===== src/rtl/alu_seq_pkg.sv =====
// rtl/alu_seq_pkg.sv - shared types and constants for the sequential ALU controller
//
// Purpose : opcode enum, FSM state enum and default datapath width used by
//           alu_seq_ctrl and alu_core.
// Contents: ALU_SEQ_W_DEF, op_e, state_e

package alu_seq_pkg;

  localparam int ALU_SEQ_W_DEF = 5;

  typedef enum logic [1:0] {
    OP_XOR   = 2'b00,
    OP_ROR   = 2'b01,
    OP_LOAD  = 2'b10,
    OP_CLEAR = 2'b11
  } op_e;

  typedef enum logic [1:0] {
    ST_IDLE = 2'b00,
    ST_EXEC = 2'b01,
    ST_RESP = 2'b10
  } state_e;

endpackage


===== src/rtl/alu_core.sv =====
// rtl/alu_core.sv - combinational XOR / rotate-right / load / clear datapath with zero flag
//
// Purpose : computes the next accumulator value from operand A (accumulator),
//           operand B and the opcode; flags a zero result.
// Ports   : i_a      in  W  operand A (current accumulator)
//           i_b      in  W  operand B / load value
//           i_op     in  2  opcode (op_e)
//           o_result out W  next accumulator value
//           o_zf     out 1  high when o_result == 0

module alu_core
  import alu_seq_pkg::*;
#(
  parameter int W = ALU_SEQ_W_DEF
) (
  input  logic [W-1:0] i_a,
  input  logic [W-1:0] i_b,
  input  op_e          i_op,
  output logic [W-1:0] o_result,
  output logic         o_zf
);

  localparam logic [W-1:0] W_L = W'(W);

  logic [W-1:0] w_amt;
  logic [W-1:0] w_ror;

  // Rotate amount is B mod W. An amount of 0 makes the left shift equal to W,
  // which clears that term, so the rotate naturally returns i_a unchanged.
  assign w_amt = i_b % W_L;
  assign w_ror = (i_a >> w_amt) | (i_a << (W_L - w_amt));

  always_comb begin
    o_result = '0;
    case (i_op)
      OP_XOR:   o_result = i_a ^ i_b;
      OP_ROR:   o_result = w_ror;
      OP_LOAD:  o_result = i_b;
      OP_CLEAR: o_result = '0;
      default:  o_result = '0;
    endcase
  end

  assign o_zf = (o_result == '0);

endmodule


===== src/rtl/alu_seq_ctrl.sv =====
// rtl/alu_seq_ctrl.sv - command/response sequenced accumulator ALU (IDLE -> EXEC -> RESP)
//
// Purpose : accepts one command in IDLE, updates the accumulator in EXEC and
//           presents the registered result in RESP until it is consumed.
// Ports   : clk        in  1  clock, rising edge
//           rst_n      in  1  asynchronous active-low reset
//           cmd_valid  in  1  command offered
//           cmd_ready  out 1  high only in IDLE
//           cmd_op     in  2  00 XOR, 01 ROR, 10 LOAD, 11 CLEAR
//           cmd_data   in  W  operand B or load value
//           rsp_valid  out 1  result available (RESP)
//           rsp_ready  in  1  result consumed
//           rsp_data   out W  accumulator after the command
//           rsp_zf     out 1  rsp_data == 0
//           busy       out 1  state != IDLE
//           op_count   out 8  completed responses, wrapping (only with ALU_SEQ_OPCNT_EN)
// Macro   : ALU_SEQ_OPCNT_EN enables the op_count output and counter.

module alu_seq_ctrl
  import alu_seq_pkg::*;
#(
  parameter int W = ALU_SEQ_W_DEF
) (
  input  logic         clk,
  input  logic         rst_n,
  input  logic         cmd_valid,
  output logic         cmd_ready,
  input  logic [1:0]   cmd_op,
  input  logic [W-1:0] cmd_data,
  output logic         rsp_valid,
  input  logic         rsp_ready,
  output logic [W-1:0] rsp_data,
  output logic         rsp_zf,
  output logic         busy
`ifdef ALU_SEQ_OPCNT_EN
  ,
  output logic [7:0]   op_count
`endif
);

  state_e       r_state;
  state_e       w_next_state;
  op_e          r_op;
  logic [W-1:0] r_b;
  logic [W-1:0] r_acc;
  logic         r_zf;

  logic         w_accept;
  logic         w_rsp_done;
  logic [W-1:0] w_result;
  logic         w_result_zf;

  assign w_accept   = cmd_valid && cmd_ready;
  assign w_rsp_done = rsp_valid && rsp_ready;

  alu_core #(
    .W (W)
  ) u_alu_core (
    .i_a      (r_acc),
    .i_b      (r_b),
    .i_op     (r_op),
    .o_result (w_result),
    .o_zf     (w_result_zf)
  );

  // State register
  always_ff @(posedge clk or negedge rst_n) begin
    if (!rst_n) begin
      r_state <= ST_IDLE;
    end else begin
      r_state <= w_next_state;
    end
  end

  // Next-state logic
  always_comb begin
    w_next_state = r_state;
    case (r_state)
      ST_IDLE: if (w_accept)   w_next_state = ST_EXEC;
      ST_EXEC:                 w_next_state = ST_RESP;
      ST_RESP: if (w_rsp_done) w_next_state = ST_IDLE;
      default:                 w_next_state = ST_IDLE;
    endcase
  end

  // Outputs decoded from the registered state only, so they are glitch-free
  // and stay fixed while the response is held off.
  always_comb begin
    cmd_ready = 1'b0;
    rsp_valid = 1'b0;
    busy      = 1'b1;
    case (r_state)
      ST_IDLE: begin
        cmd_ready = 1'b1;
        busy      = 1'b0;
      end
      ST_RESP: rsp_valid = 1'b1;
      default: ;
    endcase
  end

  // Command capture and accumulator update. The operand is latched at accept
  // so later cmd_data changes cannot affect the issued command.
  always_ff @(posedge clk or negedge rst_n) begin
    if (!rst_n) begin
      r_op  <= OP_XOR;
      r_b   <= '0;
      r_acc <= '0;
      r_zf  <= 1'b1;
    end else begin
      if (w_accept) begin
        r_op <= op_e'(cmd_op);
        r_b  <= cmd_data;
      end
      if (r_state == ST_EXEC) begin
        r_acc <= w_result;
        r_zf  <= w_result_zf;
      end
    end
  end

  assign rsp_data = r_acc;
  assign rsp_zf   = r_zf;

`ifdef ALU_SEQ_OPCNT_EN
  logic [7:0] r_op_count;

  always_ff @(posedge clk or negedge rst_n) begin
    if (!rst_n) begin
      r_op_count <= 8'd0;
    end else if (w_rsp_done) begin
      r_op_count <= r_op_count + 8'd1;
    end
  end

  assign op_count = r_op_count;
`else
  // No completed-response counter in this build.
`endif

endmodule


===== config.mk =====
export PLATFORM = sky130hd
export DESIGN_NAME = alu_seq_ctrl
export DESIGN_NICKNAME = d
export VERILOG_FILES = /design/src/rtl/alu_seq_pkg.sv /design/src/rtl/alu_core.sv /design/src/rtl/alu_seq_ctrl.sv
export SDC_FILE = /design/constraint.sdc
export NUM_CORES = 1
export LEC_CHECK = 0
export ABC_CLOCK_PERIOD_IN_PS = 4600
export CORE_UTILIZATION = 55
export DETAILED_ROUTE_END_ITERATION = 10
export PLACE_DENSITY = 0.83
export RECOVER_POWER = 50
export SYNTH_ARGS = -nofsm -noshare
export SYNTH_HDL_FRONTEND = slang
export SYNTH_SLANG_ARGS = --single-unit

===== constraint.sdc =====
create_clock -name clk -period 4.6 [get_ports clk]
set_input_delay 0.92 -clock clk [delete_from_list [all_inputs] [get_ports clk]]
set_output_delay 0.92 -clock clk [all_outputs]
set_load 0.01 [all_outputs]

=== Yosys cells after proc, flatten, opt, wreduce, memory -nomap -nowiden ===
Index checks and enable logic that the tools add are counted.

* Bits in registers: 15
* Bits of input ports: 11
* Output and inout port bits: 9
* Logic and storage cells: 31

* Add/subtract/negate cells: 1
* Divide/modulo/power cells: 1
* Eq/ne operators: 7
* Shift operators: 2
* Mux-type cells: 7
* Bitwise gates (word level): 2
* Reduce and logical (&&, ||, !) cells: 6

{| class="wikitable"
|+ Operators by type and width
! operator !! count
|-
| $pmux 5 s4 || 1
|-
| $eq 2x2->1 const B || 3
|-
| $pmux 2 s3 || 1
|-
| $logic_not 5->1 || 1
|-
| $mod 5x3->5 const B || 1
|-
| $or 5x5->5 || 1
|-
| $shl 5x5->5 || 1
|-
| $shr 5x5->5 || 1
|-
| $sub 3x5->5 const A || 1
|-
| $xor 5x5->5 || 1
|-
| $eq 2x1->1 const B || 2
|-
| $logic_not 2->1 || 2
|-
| $mux 2 || 2
|-
| $ne 2x2->1 const B || 2
|-
| $mux 1 || 3
|-
| $logic_and 1x1->1 || 2
|-
| $reduce_and 2->1 || 1
|}

=== Longest topological paths before layout ===
Gate-level depths: netlist of run 1.

* Depth in word-level cells: 6
* Gate-level depth with buffers: 12
* Mapped depth without buffers: 11

=== Cells and area by module ===
From an unflattened synthesis of run 1, not the netlist that was laid out.

* Cells, all modules: 148
* Area total of the unflattened synthesis: 1407.6 µm²

{| class="wikitable"
|+ By module, submodules not included
! module !! times used !! cells each !! area each (µm²) !! sequential area each (µm²)
|-
| alu_core || 1 || 112 || 829.5 || 0.0
|-
| alu_seq_ctrl || 1 || 36 || 578.1 || 376.6
|}

=== Worst setup path after synthesis of run 1 ===
Ideal clock, no wire load.

* Path kind: register to register
* Start point: register r_b[0]
* End point: register r_zf, in the netlist rsp_zf
* Setup time: 97 ps
* Arrival time: 2496 ps
* Required time: 4503 ps
* Setup slack: 2007 ps
* Cell stages (with the launch flop): 12
* Path buffers: 1
* Clock period less this slack: 2593 ps
* Cells stage by stage: dfrtp_1 -> buf_4 -> or2b_1 -> o31ai_1 -> nor2_1 -> a31oi_1 -> ha_1 -> nor2b_1 -> and2_1 -> a311oi_1 -> nand2_1 -> o41ai_2

* Word-level cells in the longest chain between the ends: 6
* Elaborated cells on any way between the ends: 8
* Those cells by class: add/sub: 1; div: 1; shift: 2; mux: 1; bitwise: 2; reduce/logical: 1

{| class="wikitable"
|+ RTL lines
! item !! line !! text
|-
| start: declaration || alu_seq_ctrl.sv:44 || <nowiki>logic [W-1:0] r_b;</nowiki>
|-
| start signal: assignment || alu_seq_ctrl.sv:113 || <nowiki>r_b <= cmd_data;</nowiki>
|-
| $mod 5x3->5 || alu_core.sv:30 || <nowiki>assign w_amt = i_b % W_L;</nowiki>
|-
| $sub 3x5->5 || alu_core.sv:31 || <nowiki>assign w_ror = (i_a >> w_amt) | (i_a << (W_L - w_amt));</nowiki>
|-
| $shl 5x5->5 || alu_core.sv:31 ||
|-
| $or 5x5->5 || alu_core.sv:31 ||
|-
| $pmux 5 s4 (*) || alu_core.sv:35 || <nowiki>case (i_op)</nowiki>
|-
| $logic_not 5->1 (*) || alu_core.sv:44 || <nowiki>assign o_zf = (o_result == '0);</nowiki>
|-
| end signal: assignment || alu_seq_ctrl.sv:117 || <nowiki>r_zf <= w_result_zf;</nowiki>
|-
| end: declaration || alu_seq_ctrl.sv:46 || <nowiki>logic r_zf;</nowiki>
|}

Every way passes the cells marked *; elsewhere a longest branch is shown, timed or not.
A chain may end at the register's enable or synchronous reset.

=== Worst setup path after layout of run 1 ===
* Start point: register r_b[4]
* End point: register r_zf, in the netlist rsp_zf

Same word-level chain as after synthesis.

==> results of run 1 <==
-- power by group --
part	switching (mW)	internal, mW	leakage [nW]	total, mW
registers	0.147	0.193	0.182	0.340
clock network	0.0382	0.0336	0.0150	0.0717
logic	0.437	0.423	0.376	0.860
total	0.622	0.649	0.572	1.27
-- cell type report --
class,instances,area (sq um),share of cell area
multi-input combinational,111,815,0.556
inverter,6,22.5,0.0154
sequential,15,377,0.257
tap,28,35.0,0.0239
clock buffer,4,26.3,0.0179
timing repair buffer,19,190,0.130
-- worst reg2reg max path, delay by kind of cell, from the launching register on --
family,cells,cell delay (ns)
AO/OA/AOI/OAI,4,1.29
adder cells (fa/ha/maj),1,0.32
flip-flops,1,0.60
AND/OR/NAND/NOR,4,0.74
-- cells in the mapped netlist (2+ instances only) --
master                      n
sky130_fd_sc_hd__o22ai_1    3
sky130_fd_sc_hd__mux2i_2    2
sky130_fd_sc_hd__buf_6      2
sky130_fd_sc_hd__nand2b_1   5
sky130_fd_sc_hd__nor2b_1    6
sky130_fd_sc_hd__mux2i_1    3
sky130_fd_sc_hd__dfrtp_1   14
sky130_fd_sc_hd__nor2_1     5
sky130_fd_sc_hd__mux2_2     7
sky130_fd_sc_hd__nand2_1   13
sky130_fd_sc_hd__or4_1      2
sky130_fd_sc_hd__and2_1     2
sky130_fd_sc_hd__and2b_1    2
sky130_fd_sc_hd__a31oi_1    5
sky130_fd_sc_hd__o21ai_0    9
sky130_fd_sc_hd__nor3_1     2
sky130_fd_sc_hd__xnor2_1    5
sky130_fd_sc_hd__a21oi_1    3
sky130_fd_sc_hd__a22oi_1    2
sky130_fd_sc_hd__clkbuf_1   2
sky130_fd_sc_hd__o221ai_1   2
sky130_fd_sc_hd__nand3_1    3
sky130_fd_sc_hd__buf_2      3
sky130_fd_sc_hd__inv_1      6
-- metrics by stage --
stage,utilization,instances,hold slack (ns)
3_3_place_gp,0.657,179,0.480
3_5_place_dp,0.657,179,0.504
6_report,0.669,183,0.509
2_1_floorplan,-,141,0.490
5_1_grt,0.669,183,0.528
4_1_cts,0.669,183,0.521
-- cells by family after synthesis --
group           after synthesis  synth area share
buf+inv                      15            0.0621
simple gates                 51             0.236
flops                        15             0.297
mux                          13             0.119
compound gates               41             0.241
xor+xnor                      5            0.0345
fa+ha+maj                     1           0.00985
-- per-layer routing --
metal | wire (microns) | GRT usage | part of all wire
met4 | 20 | 0.0571 | 0.0070
met2 | 1420 | 0.447 | 0.49
met1 | 1230 | 0.337 | 0.43
met3 | 195 | 0.0278 | 0.068
met5 | 0 | 0 | 0
-- path summary, 6_finish.rpt --
path                                    start                  end  slack, ns  cells past startpoint
min                        rsp_zf$_DFFE_PN1N_   rsp_zf$_DFFE_PN1N_       0.51                      2
max reg2reg                r_b[4]$_DFFE_PN0P_   rsp_zf$_DFFE_PN1N_       1.57                      9
min reg2reg                rsp_zf$_DFFE_PN1N_   rsp_zf$_DFFE_PN1N_       0.51                      2
max in group asynchronous               rst_n  r_op[0]$_DFFE_PN0P_       3.06                      1
max                        r_b[4]$_DFFE_PN0P_   rsp_zf$_DFFE_PN1N_       1.57                      9
min in group asynchronous               rst_n   r_b[2]$_DFFE_PN0P_       1.12                      1
-- cell usage in the layout (no fill, tap or decap), drive strengths merged, types with 3 or more instances in the layout --
master / instances
clkdlybuf4s50: 16
dfrtp: 14
nand2: 13
o21ai: 9
mux2: 8
nor2b: 8
inv: 6
nor2: 5
nand2b: 5
a31oi: 5
xnor2: 5
mux2i: 5
clkbuf: 4
nand3: 3
o22ai: 3
a21oi: 3
dlygate4sd3: 3
and2b: 3
-- registers in the layout, summed over array words and instances (netlist names) --
signal / flops
r_op: 2
r_state: 2
rsp_data: 5
r_b: 5
rsp_zf: 1
==> report_table.html, run 1 <==
<table>
<tr><th>Metric</th><th>Value</th></tr>
<tr><th colspan="2">Worst setup path</th></tr>
<tr><td>Critical Path, Cell by Cell</td><td>nand2b_1 -&gt; o22a_1 -&gt; a32oi_2 -&gt; ha_1 -&gt; nor2b_1 -&gt; and2_1 -&gt; a311oi_1 -&gt; nand2_1 -&gt; o41ai_2</td></tr>
<tr><td>Category of the worst setup path capture point</td><td>flop</td></tr>
<tr><td>Slowest cell on the critical path</td><td>sky130_fd_sc_hd__dfrtp_1</td></tr>
<tr><td>Critical Path Fanout Max</td><td>19</td></tr>
<tr><td>Largest delay share family, worst path</td><td>compound AO/OA/AOI/OAI gates</td></tr>
<tr><td>Worst path arrival time</td><td>3.21 ns</td></tr>
<tr><td>Number of buffers and inverters on the critical path</td><td>0</td></tr>
<tr><td>Data required time of the worst path</td><td>4.78 ns</td></tr>
<tr><td>CP Launch Type</td><td>flop</td></tr>
<tr><td>Maximum cell stage delay along the critical path</td><td>0.60 ns</td></tr>
<tr><td>Critical setup path kind</td><td>flop to flop</td></tr>
<tr><th colspan="2">Final layout</th></tr>
<tr><td>Diodes inserted</td><td>0</td></tr>
<tr><td>Share of layout cells above drive strength 1</td><td>0.155</td></tr>
<tr><td>Filler Cell Count</td><td>176</td></tr>
<tr><td>Synth-to-Final Area Change</td><td>15.4%</td></tr>
<tr><td>Total non-filler cell area in the finished layout</td><td>0.00147 sq mm</td></tr>
<tr><td>Number of nets in the layout</td><td>168</td></tr>
<tr><th colspan="2">Place</th></tr>
<tr><td>Total placed instance area</td><td>0.00144 sq mm</td></tr>
<tr><td>Port-buffer cells</td><td>19</td></tr>
<tr><td>Pre-CTS WS</td><td>1.58 ns</td></tr>
<tr><td>Global placer's final weighted congestion</td><td>0.917</td></tr>
<tr><td>Sum of net half-perimeters after detailed placement</td><td>2150 microns</td></tr>
<tr><th colspan="2">GRT</th></tr>
<tr><td>Pin count of the biggest net entering global routing</td><td>20</td></tr>
<tr><td>Global-route congestion overflow total</td><td>0</td></tr>
<tr><td>First-pass GRT wire length</td><td>5000 microns</td></tr>
<tr><td>Initial antenna violation count</td><td>0</td></tr>
<tr><td>Via count of the first global-routing pass</td><td>1,086</td></tr>
<tr><td>Total global-route track usage</td><td>0.257</td></tr>
<tr><th colspan="2">Yosys</th></tr>
<tr><td>Synthesized net count</td><td>153</td></tr>
<tr><td>Mapped Avg Cell Area</td><td>9.01 sq um</td></tr>
<tr><td>Most frequently used flop master after synthesis</td><td>sky130_fd_sc_hd__dfrtp_1</td></tr>
<tr><td>Async SR Flop Fraction</td><td>1.00</td></tr>
<tr><td>Main area contributors after synthesis</td><td>sky130_fd_sc_hd__dfrtp_1 (28%), sky130_fd_sc_hd__mux2_2 (6.2%), sky130_fd_sc_hd__nand2_1 (3.8%)</td></tr>
<tr><td>Fraction of post-synthesis cell area in the top cell type by area</td><td>0.276</td></tr>
<tr><td>Number of synthesized flops with an enable pin</td><td>0</td></tr>
<tr><td>Number of distinct library cells after synthesis</td><td>57</td></tr>
<tr><td>Gate count of the mapped netlist</td><td>141</td></tr>
<tr><td>Cell type contributing the most total cell area after synthesis</td><td>sky130_fd_sc_hd__dfrtp_1</td></tr>
<tr><td>Share of synthesized area occupied by flip-flops and latches</td><td>0.297</td></tr>
<tr><td>FF+latch count, synth</td><td>15</td></tr>
<tr><td>Synth warn</td><td>0</td></tr>
<tr><td>Post-synthesis cell area</td><td>0.00127 sq mm</td></tr>
<tr><th colspan="2">Floorplanning</th></tr>
<tr><td>Die W</td><td>50.1 microns</td></tr>
<tr><td>Core Rows</td><td>17</td></tr>
<tr><td>Floorplan die area</td><td>0.00251 sq mm</td></tr>
<tr><td>Vertical extent of the die</td><td>50.1 microns</td></tr>
<tr><td>CORE AREA</td><td>0.00219 sq mm</td></tr>
<tr><td>IO Pins</td><td>20</td></tr>
<tr><td>Initial Util</td><td>0.580</td></tr>
<tr><th colspan="2">Clock tree</th></tr>
<tr><td>Clock-pin transition on the worst setup and hold timing paths</td><td>0.08 ns</td></tr>
<tr><td>Cts hold-fix bufs</td><td>0</td></tr>
<tr><td>Root buf cell</td><td>sky130_fd_sc_hd__clkbuf_4</td></tr>
<tr><td>Clock latency reported for the late side of the worst-skew pair</td><td>0.27 ns</td></tr>
<tr><td>H-tree depth</td><td>1</td></tr>
<tr><td>TritonCTS clock tree</td><td>done</td></tr>
<tr><td>Clock sink total</td><td>15</td></tr>
<tr><td>Number of setup buffers added after CTS</td><td>0</td></tr>
<tr><td>CTS buffer count</td><td>3</td></tr>
<tr><td>Resized cells post-CTS</td><td>0</td></tr>
<tr><td>Clock buffer depth</td><td>2</td></tr>
<tr><th colspan="2">Power and ir drop</th></tr>
<tr><td>Post-layout power</td><td>1.27 mW</td></tr>
<tr><td>Power density over the cells</td><td>868 mW/mm^2</td></tr>
<tr><td>IR drop worst, VDD</td><td>0.602 mV</td></tr>
<tr><td>Static leakage</td><td>0.572 nW</td></tr>
<tr><th colspan="2">STA</th></tr>
<tr><td>Final setup TNS</td><td>0 ns</td></tr>
<tr><td>Final period util</td><td>0.659</td></tr>
<tr><td>Setup WS post-layout</td><td>1.57 ns</td></tr>
<tr><td>Achievable Freq</td><td>330 MHz</td></tr>
<tr><td>Final number of hold-violating endpoints</td><td>0</td></tr>
<tr><td>Slew at the pin closest to its max-slew limit</td><td>0.668 ns</td></tr>
<tr><td>Setup skew after layout</td><td>0.00338 ns</td></tr>
<tr><td>Number of max-slew violations in the final report</td><td>0</td></tr>
<tr><td>Final worst path period need</td><td>3.03 ns</td></tr>
<tr><td>Unrepaired setup endpoints after global routing</td><td>no</td></tr>
<tr><td>Rel. slew slack</td><td>0.553</td></tr>
<tr><td>Setup-violating endpoint count in the final report</td><td>0</td></tr>
<tr><th colspan="2">Detailed routing</th></tr>
<tr><td>WL final</td><td>2870 microns</td></tr>
<tr><td>Via-to-Cell Ratio</td><td>6.26</td></tr>
<tr><td>Average detailed-routed wire length per instance</td><td>15.7 microns</td></tr>
<tr><td>First-pass DRT Iterations</td><td>4</td></tr>
<tr><td>Antenna Nets Post-Route</td><td>0</td></tr>
<tr><td># DRC</td><td>0</td></tr>
<tr><td>Total via count after detailed routing</td><td>1,146</td></tr>
<tr><td>Iter 0 DRT Violations</td><td>41</td></tr>
<tr><th colspan="2">Worst hold path</th></tr>
<tr><td>Hold/Removal Path Class</td><td>flop to flop</td></tr>
<tr><th colspan="2">Job</th></tr>
<tr><td># Max-Cap Violations</td><td>0</td></tr>
<tr><th colspan="2">Status</th></tr>
<tr><td>Outcome</td><td>finished, final reports clean</td></tr>
</table>
Power figures use the tool's default switching activity.
==> run 2: changes to the inputs <==
ABC_CLOCK_PERIOD_IN_PS = 2900   (was 4600)
CORE_UTILIZATION = 53   (was 55)
PLACE_DENSITY = 0.81   (was 0.83)
clock period = 2.9 ns   (was 4.6 ns; I/O delays follow)
==> report_table.html, run 2 (synthesis results as in run 1) <==
<table>
<tr><th>Metric</th><th>Value</th></tr>
<tr><th colspan="2">Final layout</th></tr>
<tr><td>Commonest cells after routing, fill and taps aside</td><td>sky130_fd_sc_hd__clkdlybuf4s50_1 (18), sky130_fd_sc_hd__nand2_1 (13), sky130_fd_sc_hd__dfrtp_1 (13)</td></tr>
<tr><td>Post-route insts no fill</td><td>188 (+2.7%)</td></tr>
<tr><td>Diodes inserted</td><td>0 (unchanged)</td></tr>
<tr><td>Share of layout cells above drive strength 1</td><td>0.206 (+0.0514)</td></tr>
<tr><td>Synth-to-Final Area Change</td><td>19.4%</td></tr>
<tr><td>Final core area utilization</td><td>0.679 (+0.0102)</td></tr>
<tr><td>Number of nets in the layout</td><td>173 (+3.0%)</td></tr>
<tr><td>Total non-filler cell area in the finished layout</td><td>0.00152 sq mm (+3.5%)</td></tr>
<tr><td>Most common cell after layout, fill and taps aside</td><td>sky130_fd_sc_hd__clkdlybuf4s50_1</td></tr>
<tr><th colspan="2">STA</th></tr>
<tr><td>Setup-violating endpoint count in the final report</td><td>0 (unchanged)</td></tr>
<tr><td>Final period util</td><td>0.968 (+0.309)</td></tr>
<tr><td>Final worst path period need</td><td>2.81 ns (-0.226 ns)</td></tr>
<tr><td>Slew at the pin closest to its max-slew limit</td><td>0.683 ns (+0.0147 ns)</td></tr>
<tr><td>Number of max-slew violations in the final report</td><td>0 (unchanged)</td></tr>
<tr><td>Achievable Freq</td><td>356 MHz (+8.1%)</td></tr>
<tr><td>Rel. slew slack</td><td>0.543 (-0.00985)</td></tr>
<tr><td>Final setup TNS</td><td>0 ns (unchanged)</td></tr>
<tr><td>Setup skew after layout</td><td>0.000570 ns (-0.00281 ns)</td></tr>
<tr><td>Final number of hold-violating endpoints</td><td>0 (unchanged)</td></tr>
<tr><th colspan="2">Job</th></tr>
<tr><td># Max-Cap Violations</td><td>0 (unchanged)</td></tr>
<tr><th colspan="2">Power and ir drop</th></tr>
<tr><td>Static leakage</td><td>0.597 nW (+4.3%)</td></tr>
<tr><td>Power density over the cells</td><td>1400 mW/mm^2 (+61%)</td></tr>
<tr><td>IR drop worst, VDD</td><td>0.876 mV (+46%)</td></tr>
<tr><th colspan="2">Clock tree</th></tr>
<tr><td>H-tree depth</td><td>1 (unchanged)</td></tr>
<tr><td>Clock latency reported for the late side of the worst-skew pair</td><td>0.29 ns (+0.02 ns)</td></tr>
<tr><td>Cts hold-fix bufs</td><td>0 (unchanged)</td></tr>
<tr><td>Root buf cell</td><td>sky130_fd_sc_hd__clkbuf_4</td></tr>
<tr><td>CTS buffer count</td><td>3 (unchanged)</td></tr>
<tr><td>Clock buffer depth</td><td>2 (unchanged)</td></tr>
<tr><td>Number of setup buffers added after CTS</td><td>0 (unchanged)</td></tr>
<tr><td>Clock-pin transition on the worst setup and hold timing paths</td><td>0.09 ns (about the same)</td></tr>
<tr><td>Clock sink total</td><td>15 (unchanged)</td></tr>
<tr><td>TritonCTS clock tree</td><td>done</td></tr>
<tr><td>Resized cells post-CTS</td><td>0 (unchanged)</td></tr>
<tr><th colspan="2">Place</th></tr>
<tr><td>Sum of net half-perimeters after detailed placement</td><td>2190 microns (+1.7%)</td></tr>
<tr><td>Global placer's final weighted congestion</td><td>1.01 (+11%)</td></tr>
<tr><td>Cell Count Post-Placement</td><td>184 (+2.8%)</td></tr>
<tr><td>Total placed instance area</td><td>0.00148 sq mm (+2.6%)</td></tr>
<tr><td>Port-buffer cells</td><td>19 (unchanged)</td></tr>
<tr><th colspan="2">Worst setup path</th></tr>
<tr><td>Worst path arrival time</td><td>3.01 ns (-0.20 ns)</td></tr>
<tr><td>Data required time of the worst path</td><td>3.10 ns (-1.68 ns)</td></tr>
<tr><td>CP Launch Type</td><td>flop</td></tr>
<tr><td>Category of the worst setup path capture point</td><td>flop</td></tr>
<tr><td>Worst Reg-to-Reg Cells</td><td>10 (+1)</td></tr>
<tr><td>Critical Path Fanout Max</td><td>6 (-13)</td></tr>
<tr><td>Critical setup path kind</td><td>flop to flop</td></tr>
<tr><th colspan="2">Detailed routing</th></tr>
<tr><td>WL final</td><td>2930 microns (+2.1%)</td></tr>
<tr><td>Iter 0 DRT Violations</td><td>39 (-4.9%)</td></tr>
<tr><td>First-pass DRT Iterations</td><td>4 (unchanged)</td></tr>
<tr><td># DRC</td><td>0 (unchanged)</td></tr>
<tr><td>Average detailed-routed wire length per instance</td><td>15.6 microns (-0.59%)</td></tr>
<tr><td>Antenna Nets Post-Route</td><td>0 (unchanged)</td></tr>
<tr><td>Via-to-Cell Ratio</td><td>6.10 (-2.7%)</td></tr>
<tr><td>Total via count after detailed routing</td><td>1,146 (unchanged)</td></tr>
<tr><th colspan="2">GRT</th></tr>
<tr><td>Initial antenna violation count</td><td>0 (unchanged)</td></tr>
<tr><td>Pin count of the biggest net entering global routing</td><td>16 (-20%)</td></tr>
<tr><td>First-pass GRT wire length</td><td>4850 microns (-2.9%)</td></tr>
<tr><td>Global-route congestion overflow total</td><td>0 (unchanged)</td></tr>
<tr><td>Via count of the first global-routing pass</td><td>1,078 (-0.74%)</td></tr>
<tr><td>Total global-route track usage</td><td>0.250 (-0.00682)</td></tr>
<tr><th colspan="2">Floorplanning</th></tr>
<tr><td>Vertical extent of the die</td><td>51.0 microns (+1.8%)</td></tr>
<tr><td>CORE AREA</td><td>0.00223 sq mm (+1.9%)</td></tr>
<tr><td>Die W</td><td>51.0 microns (+1.8%)</td></tr>
<tr><td>Initial Util</td><td>0.569 (-0.0110)</td></tr>
<tr><td>Core Rows</td><td>17 (unchanged)</td></tr>
<tr><td>IO Pins</td><td>20 (unchanged)</td></tr>
<tr><td>Floorplan die area</td><td>0.00260 sq mm (+3.6%)</td></tr>
<tr><th colspan="2">Worst hold path</th></tr>
<tr><td>Hold/Removal Path Class</td><td>flop to flop</td></tr>
<tr><td>Worst hold path cell count</td><td>2 (unchanged)</td></tr>
<tr><th colspan="2">Status</th></tr>
<tr><td>Outcome</td><td>finished, final reports clean</td></tr>
</table>
run 2: cell count changes in the layout (fill, tap and decap cells not counted), sizes merged:
cell and delta:
buf +5, clkdlybuf4s50 +2, dlygate4sd3 -2
run 2: metrics by stage:
step	hold slack (ns)	power (mW)	setup WS [ns]
6_report	0.492	2.12	0.0928
5_1_grt	0.506	2.28	-0.0361
4_1_cts	0.492	2.07	0.0124
3_5_place_dp	0.473	1.93	0.0515
3_3_place_gp	0.475	1.89	0.179
2_1_floorplan	0.284	1.59	0.307
run 2: final cells by class:
| class | count | area, sq um |
|---|---|---|
| fill | 184 | 717 |
| clock buffer | 4 | 26.3 |
| inverter | 6 | 22.5 |
| multi-input combinational | 111 | 827 |
| timing repair buffer | 24 | 228 |
| tap | 28 | 35.0 |
| sequential | 15 | 378 |
run 2: critical path: stages (launching register included):
cell	delay [ns]
sky130_fd_sc_hd__dfrtp_1	0.48
sky130_fd_sc_hd__or2b_1	0.32
sky130_fd_sc_hd__o31ai_1	0.29
sky130_fd_sc_hd__nor2_1	0.10
sky130_fd_sc_hd__a31oi_2	0.22
sky130_fd_sc_hd__ha_1	0.27
sky130_fd_sc_hd__nor2b_1	0.16
sky130_fd_sc_hd__and2_1	0.18
sky130_fd_sc_hd__a311oi_2	0.29
sky130_fd_sc_hd__nand2_1	0.11
sky130_fd_sc_hd__o41ai_2	0.29
run 2: final timing paths:
check,start,end,slack [ns]
setup / recovery,r_b[2]$_DFFE_PN0P_,rsp_zf$_DFFE_PN1N_,0.09
hold / removal,rsp_zf$_DFFE_PN1N_,rsp_zf$_DFFE_PN1N_,0.49
setup reg to reg,r_b[2]$_DFFE_PN0P_,rsp_zf$_DFFE_PN1N_,0.09
hold reg to reg,rsp_zf$_DFFE_PN1N_,rsp_zf$_DFFE_PN1N_,0.49
max in group asynchronous,rst_n,r_b[0]$_DFFE_PN0P_,1.66
min in group asynchronous,rst_n,r_b[3]$_DFFE_PN0P_,0.76
run 2: routing by layer:
metal,GRT usage,wire [microns],up-vias,part of all wire
met5,0,0,-,0
met4,0.0741,12,0,0.0041
met3,0.0327,114,2,0.039
met2,0.432,1500,33,0.51
met1,0.322,1300,549,0.44
li1,-,-,562,-
run 2: power breakdown:
group	switching (mW)	internal [mW]	total (mW)
clock network	0.0702	0.0535	0.124
logic	0.779	0.739	1.52
registers	0.170	0.309	0.479
==> edit (settings of run 2) <==
Set the package constant `ALU_SEQ_W_DEF` to 10 (it was 5).
--- a/src/rtl/alu_seq_pkg.sv
+++ b/src/rtl/alu_seq_pkg.sv
@@ -8,3 +8,3 @@
 
-  localparam int ALU_SEQ_W_DEF = 5;
+  localparam int ALU_SEQ_W_DEF = 10;
 
Interface: changed (resized cmd_data and rsp_data); port bits go from 20 to 30. The function was not compared with the original's and may differ.
==> edit against run 2 <==
Critical path depth rose by 7; sequential share of layout area fell by 12 points; cell area rose to 3.2 times the old value; via count rose to 3.6 times the old value; sequential cell count rose by 10; routed wire length rose to 4.4 times the old value; non-clock buffer count rose by 118; worst hold slack improved by 0.044 ns; the run now ends with setup timing left; synthesized area rose to 2.6 times the old value; setup slack got worse by 1.4 ns.
Power is not shown: default switching activity piles up to over one toggle a cycle in this logic, so the estimate is an artifact.
==> edit: results (changes against run 2) <==
[sta]
slew_headroom_pct=5.33  ; -49 points
holdWs_ns=0.536  ; +0.0436 ns
setup_viol=11  ; +11
setup-tns-final_ns=-12.92  ; -12.92 ns
fin_worst_skew_ns=0.00400  ; +0.00343 ns
fin_ws_ns=-1.33  ; -1.43 ns

[outcome]
status=complete, but fails checks
violations=setup timing

[worst_setup_path]
critPathMaxStageDelay_ns=0.51  ; +0.03 ns
crit_arrival_ns=4.45  ; +1.44 ns
slowest_stage=or4b_4
crit_start=r_b[6]
crit_family=simple AND/OR/NAND/NOR gates

[drt]
wl_met2_um=5870  ; +290%
vias=4128  ; +260%
first_pass_iters=5  ; +1
drt_wl_total_um=12900  ; +340%
via_per_inst=6.81  ; +12%
wl_met3_um=1160  ; +910%
dr.first_iter.drc_count=422  ; +980%
wl_met1_um=5060  ; +290%

[global_routing]
grt.total_usage_pct=39.3  ; +14 points
use_met2_pct=63.1  ; +20 points
use_met3_pct=4.83  ; +1.6 points
first_global_vias=3866  ; +260%
grt_pass1_wl_um=19500  ; +300%
gr-usage-met1_pct=50.8  ; +19 points
grt_start_max_net_pins=26  ; +10

[finish]
final_nets=549  ; +220%
buffers=142  ; +490%
multi_input_area_share_pct=58.9  ; +4.4 points
inv_count=12  ; +6
buffer_area_share_pct=23.9  ; +8.9 points
finalInstanceArea_mm2=0.00479  ; +220%
clkbuf_count=3  ; -1
fillCellCount=404  ; +120%
clk_share_pct=1.04  ; -0.69 points
drive_above_1_share_pct=38.8  ; +18 points

[yosys]
netlist_top_cells_count=40 x nand2_1, 28 x nor2_1, 28 x o21ai_0, 24 x dfrtp_1, 19 x a21oi_1
yosysSeqAreaShare_pct=19.0  ; -11 points
syn_inst=414  ; +190%
synth_cell_types=84  ; +47%
yosys-top-cells-area=dfrtp_1 18%, mux2_2 5.1%, mux2i_1 4.5%
synth_nets=431  ; +180%
syn_area_per_cell_um2=7.98  ; -11%

[placed_design]
portBuffers=29  ; +10
dp_cells=594  ; +220%
hpwlAfterDp_um=9080  ; +310%
place_area_mm2=0.00448  ; +200%
gp_congestion=1.05  ; +3.2%

[clock_tree]
cts_root_buf=clkbuf_8
post_cts_resized=11  ; +11
cts_setup_buffers=3  ; +3

edit: cell count changes in the layout (fill, tap and decap cells not counted), sizes merged, moves of 6 or more:
cell | run 2 | this run
a211oi | 2 | 9
a21oi | 3 | 21
buf | 5 | 111
clkdlybuf4s50 | 18 | 28
dfrtp | 14 | 24
mux2 | 8 | 17
mux2i | 5 | 15
nand2 | 13 | 41
nand2b | 5 | 14
nand4 | 1 | 9
nor2 | 5 | 28
nor3 | 2 | 9
o21ai | 9 | 33
xnor2 | 5 | 11
edit: worst paths after layout:
kind / end / cells after the start
setup reg to reg: rsp_zf / 17
hold / removal: rsp_zf / 2
min in group asynchronous: rsp_data[1] / 2
hold reg to reg: rsp_zf / 2
max in group asynchronous: r_b[8] / 2
setup / recovery: rsp_zf / 17
edit: cell families after synthesis:
logic type / after synthesis / share of synthesized area [%]
simple gates: 159 / 26.4
fa+ha+maj: 1 / 0.379
mux: 35 / 12.4
compound gates: 140 / 33.1
xor+xnor: 13 / 3.45
buf+inv: 41 / 5.30
flops: 25 / 19.0
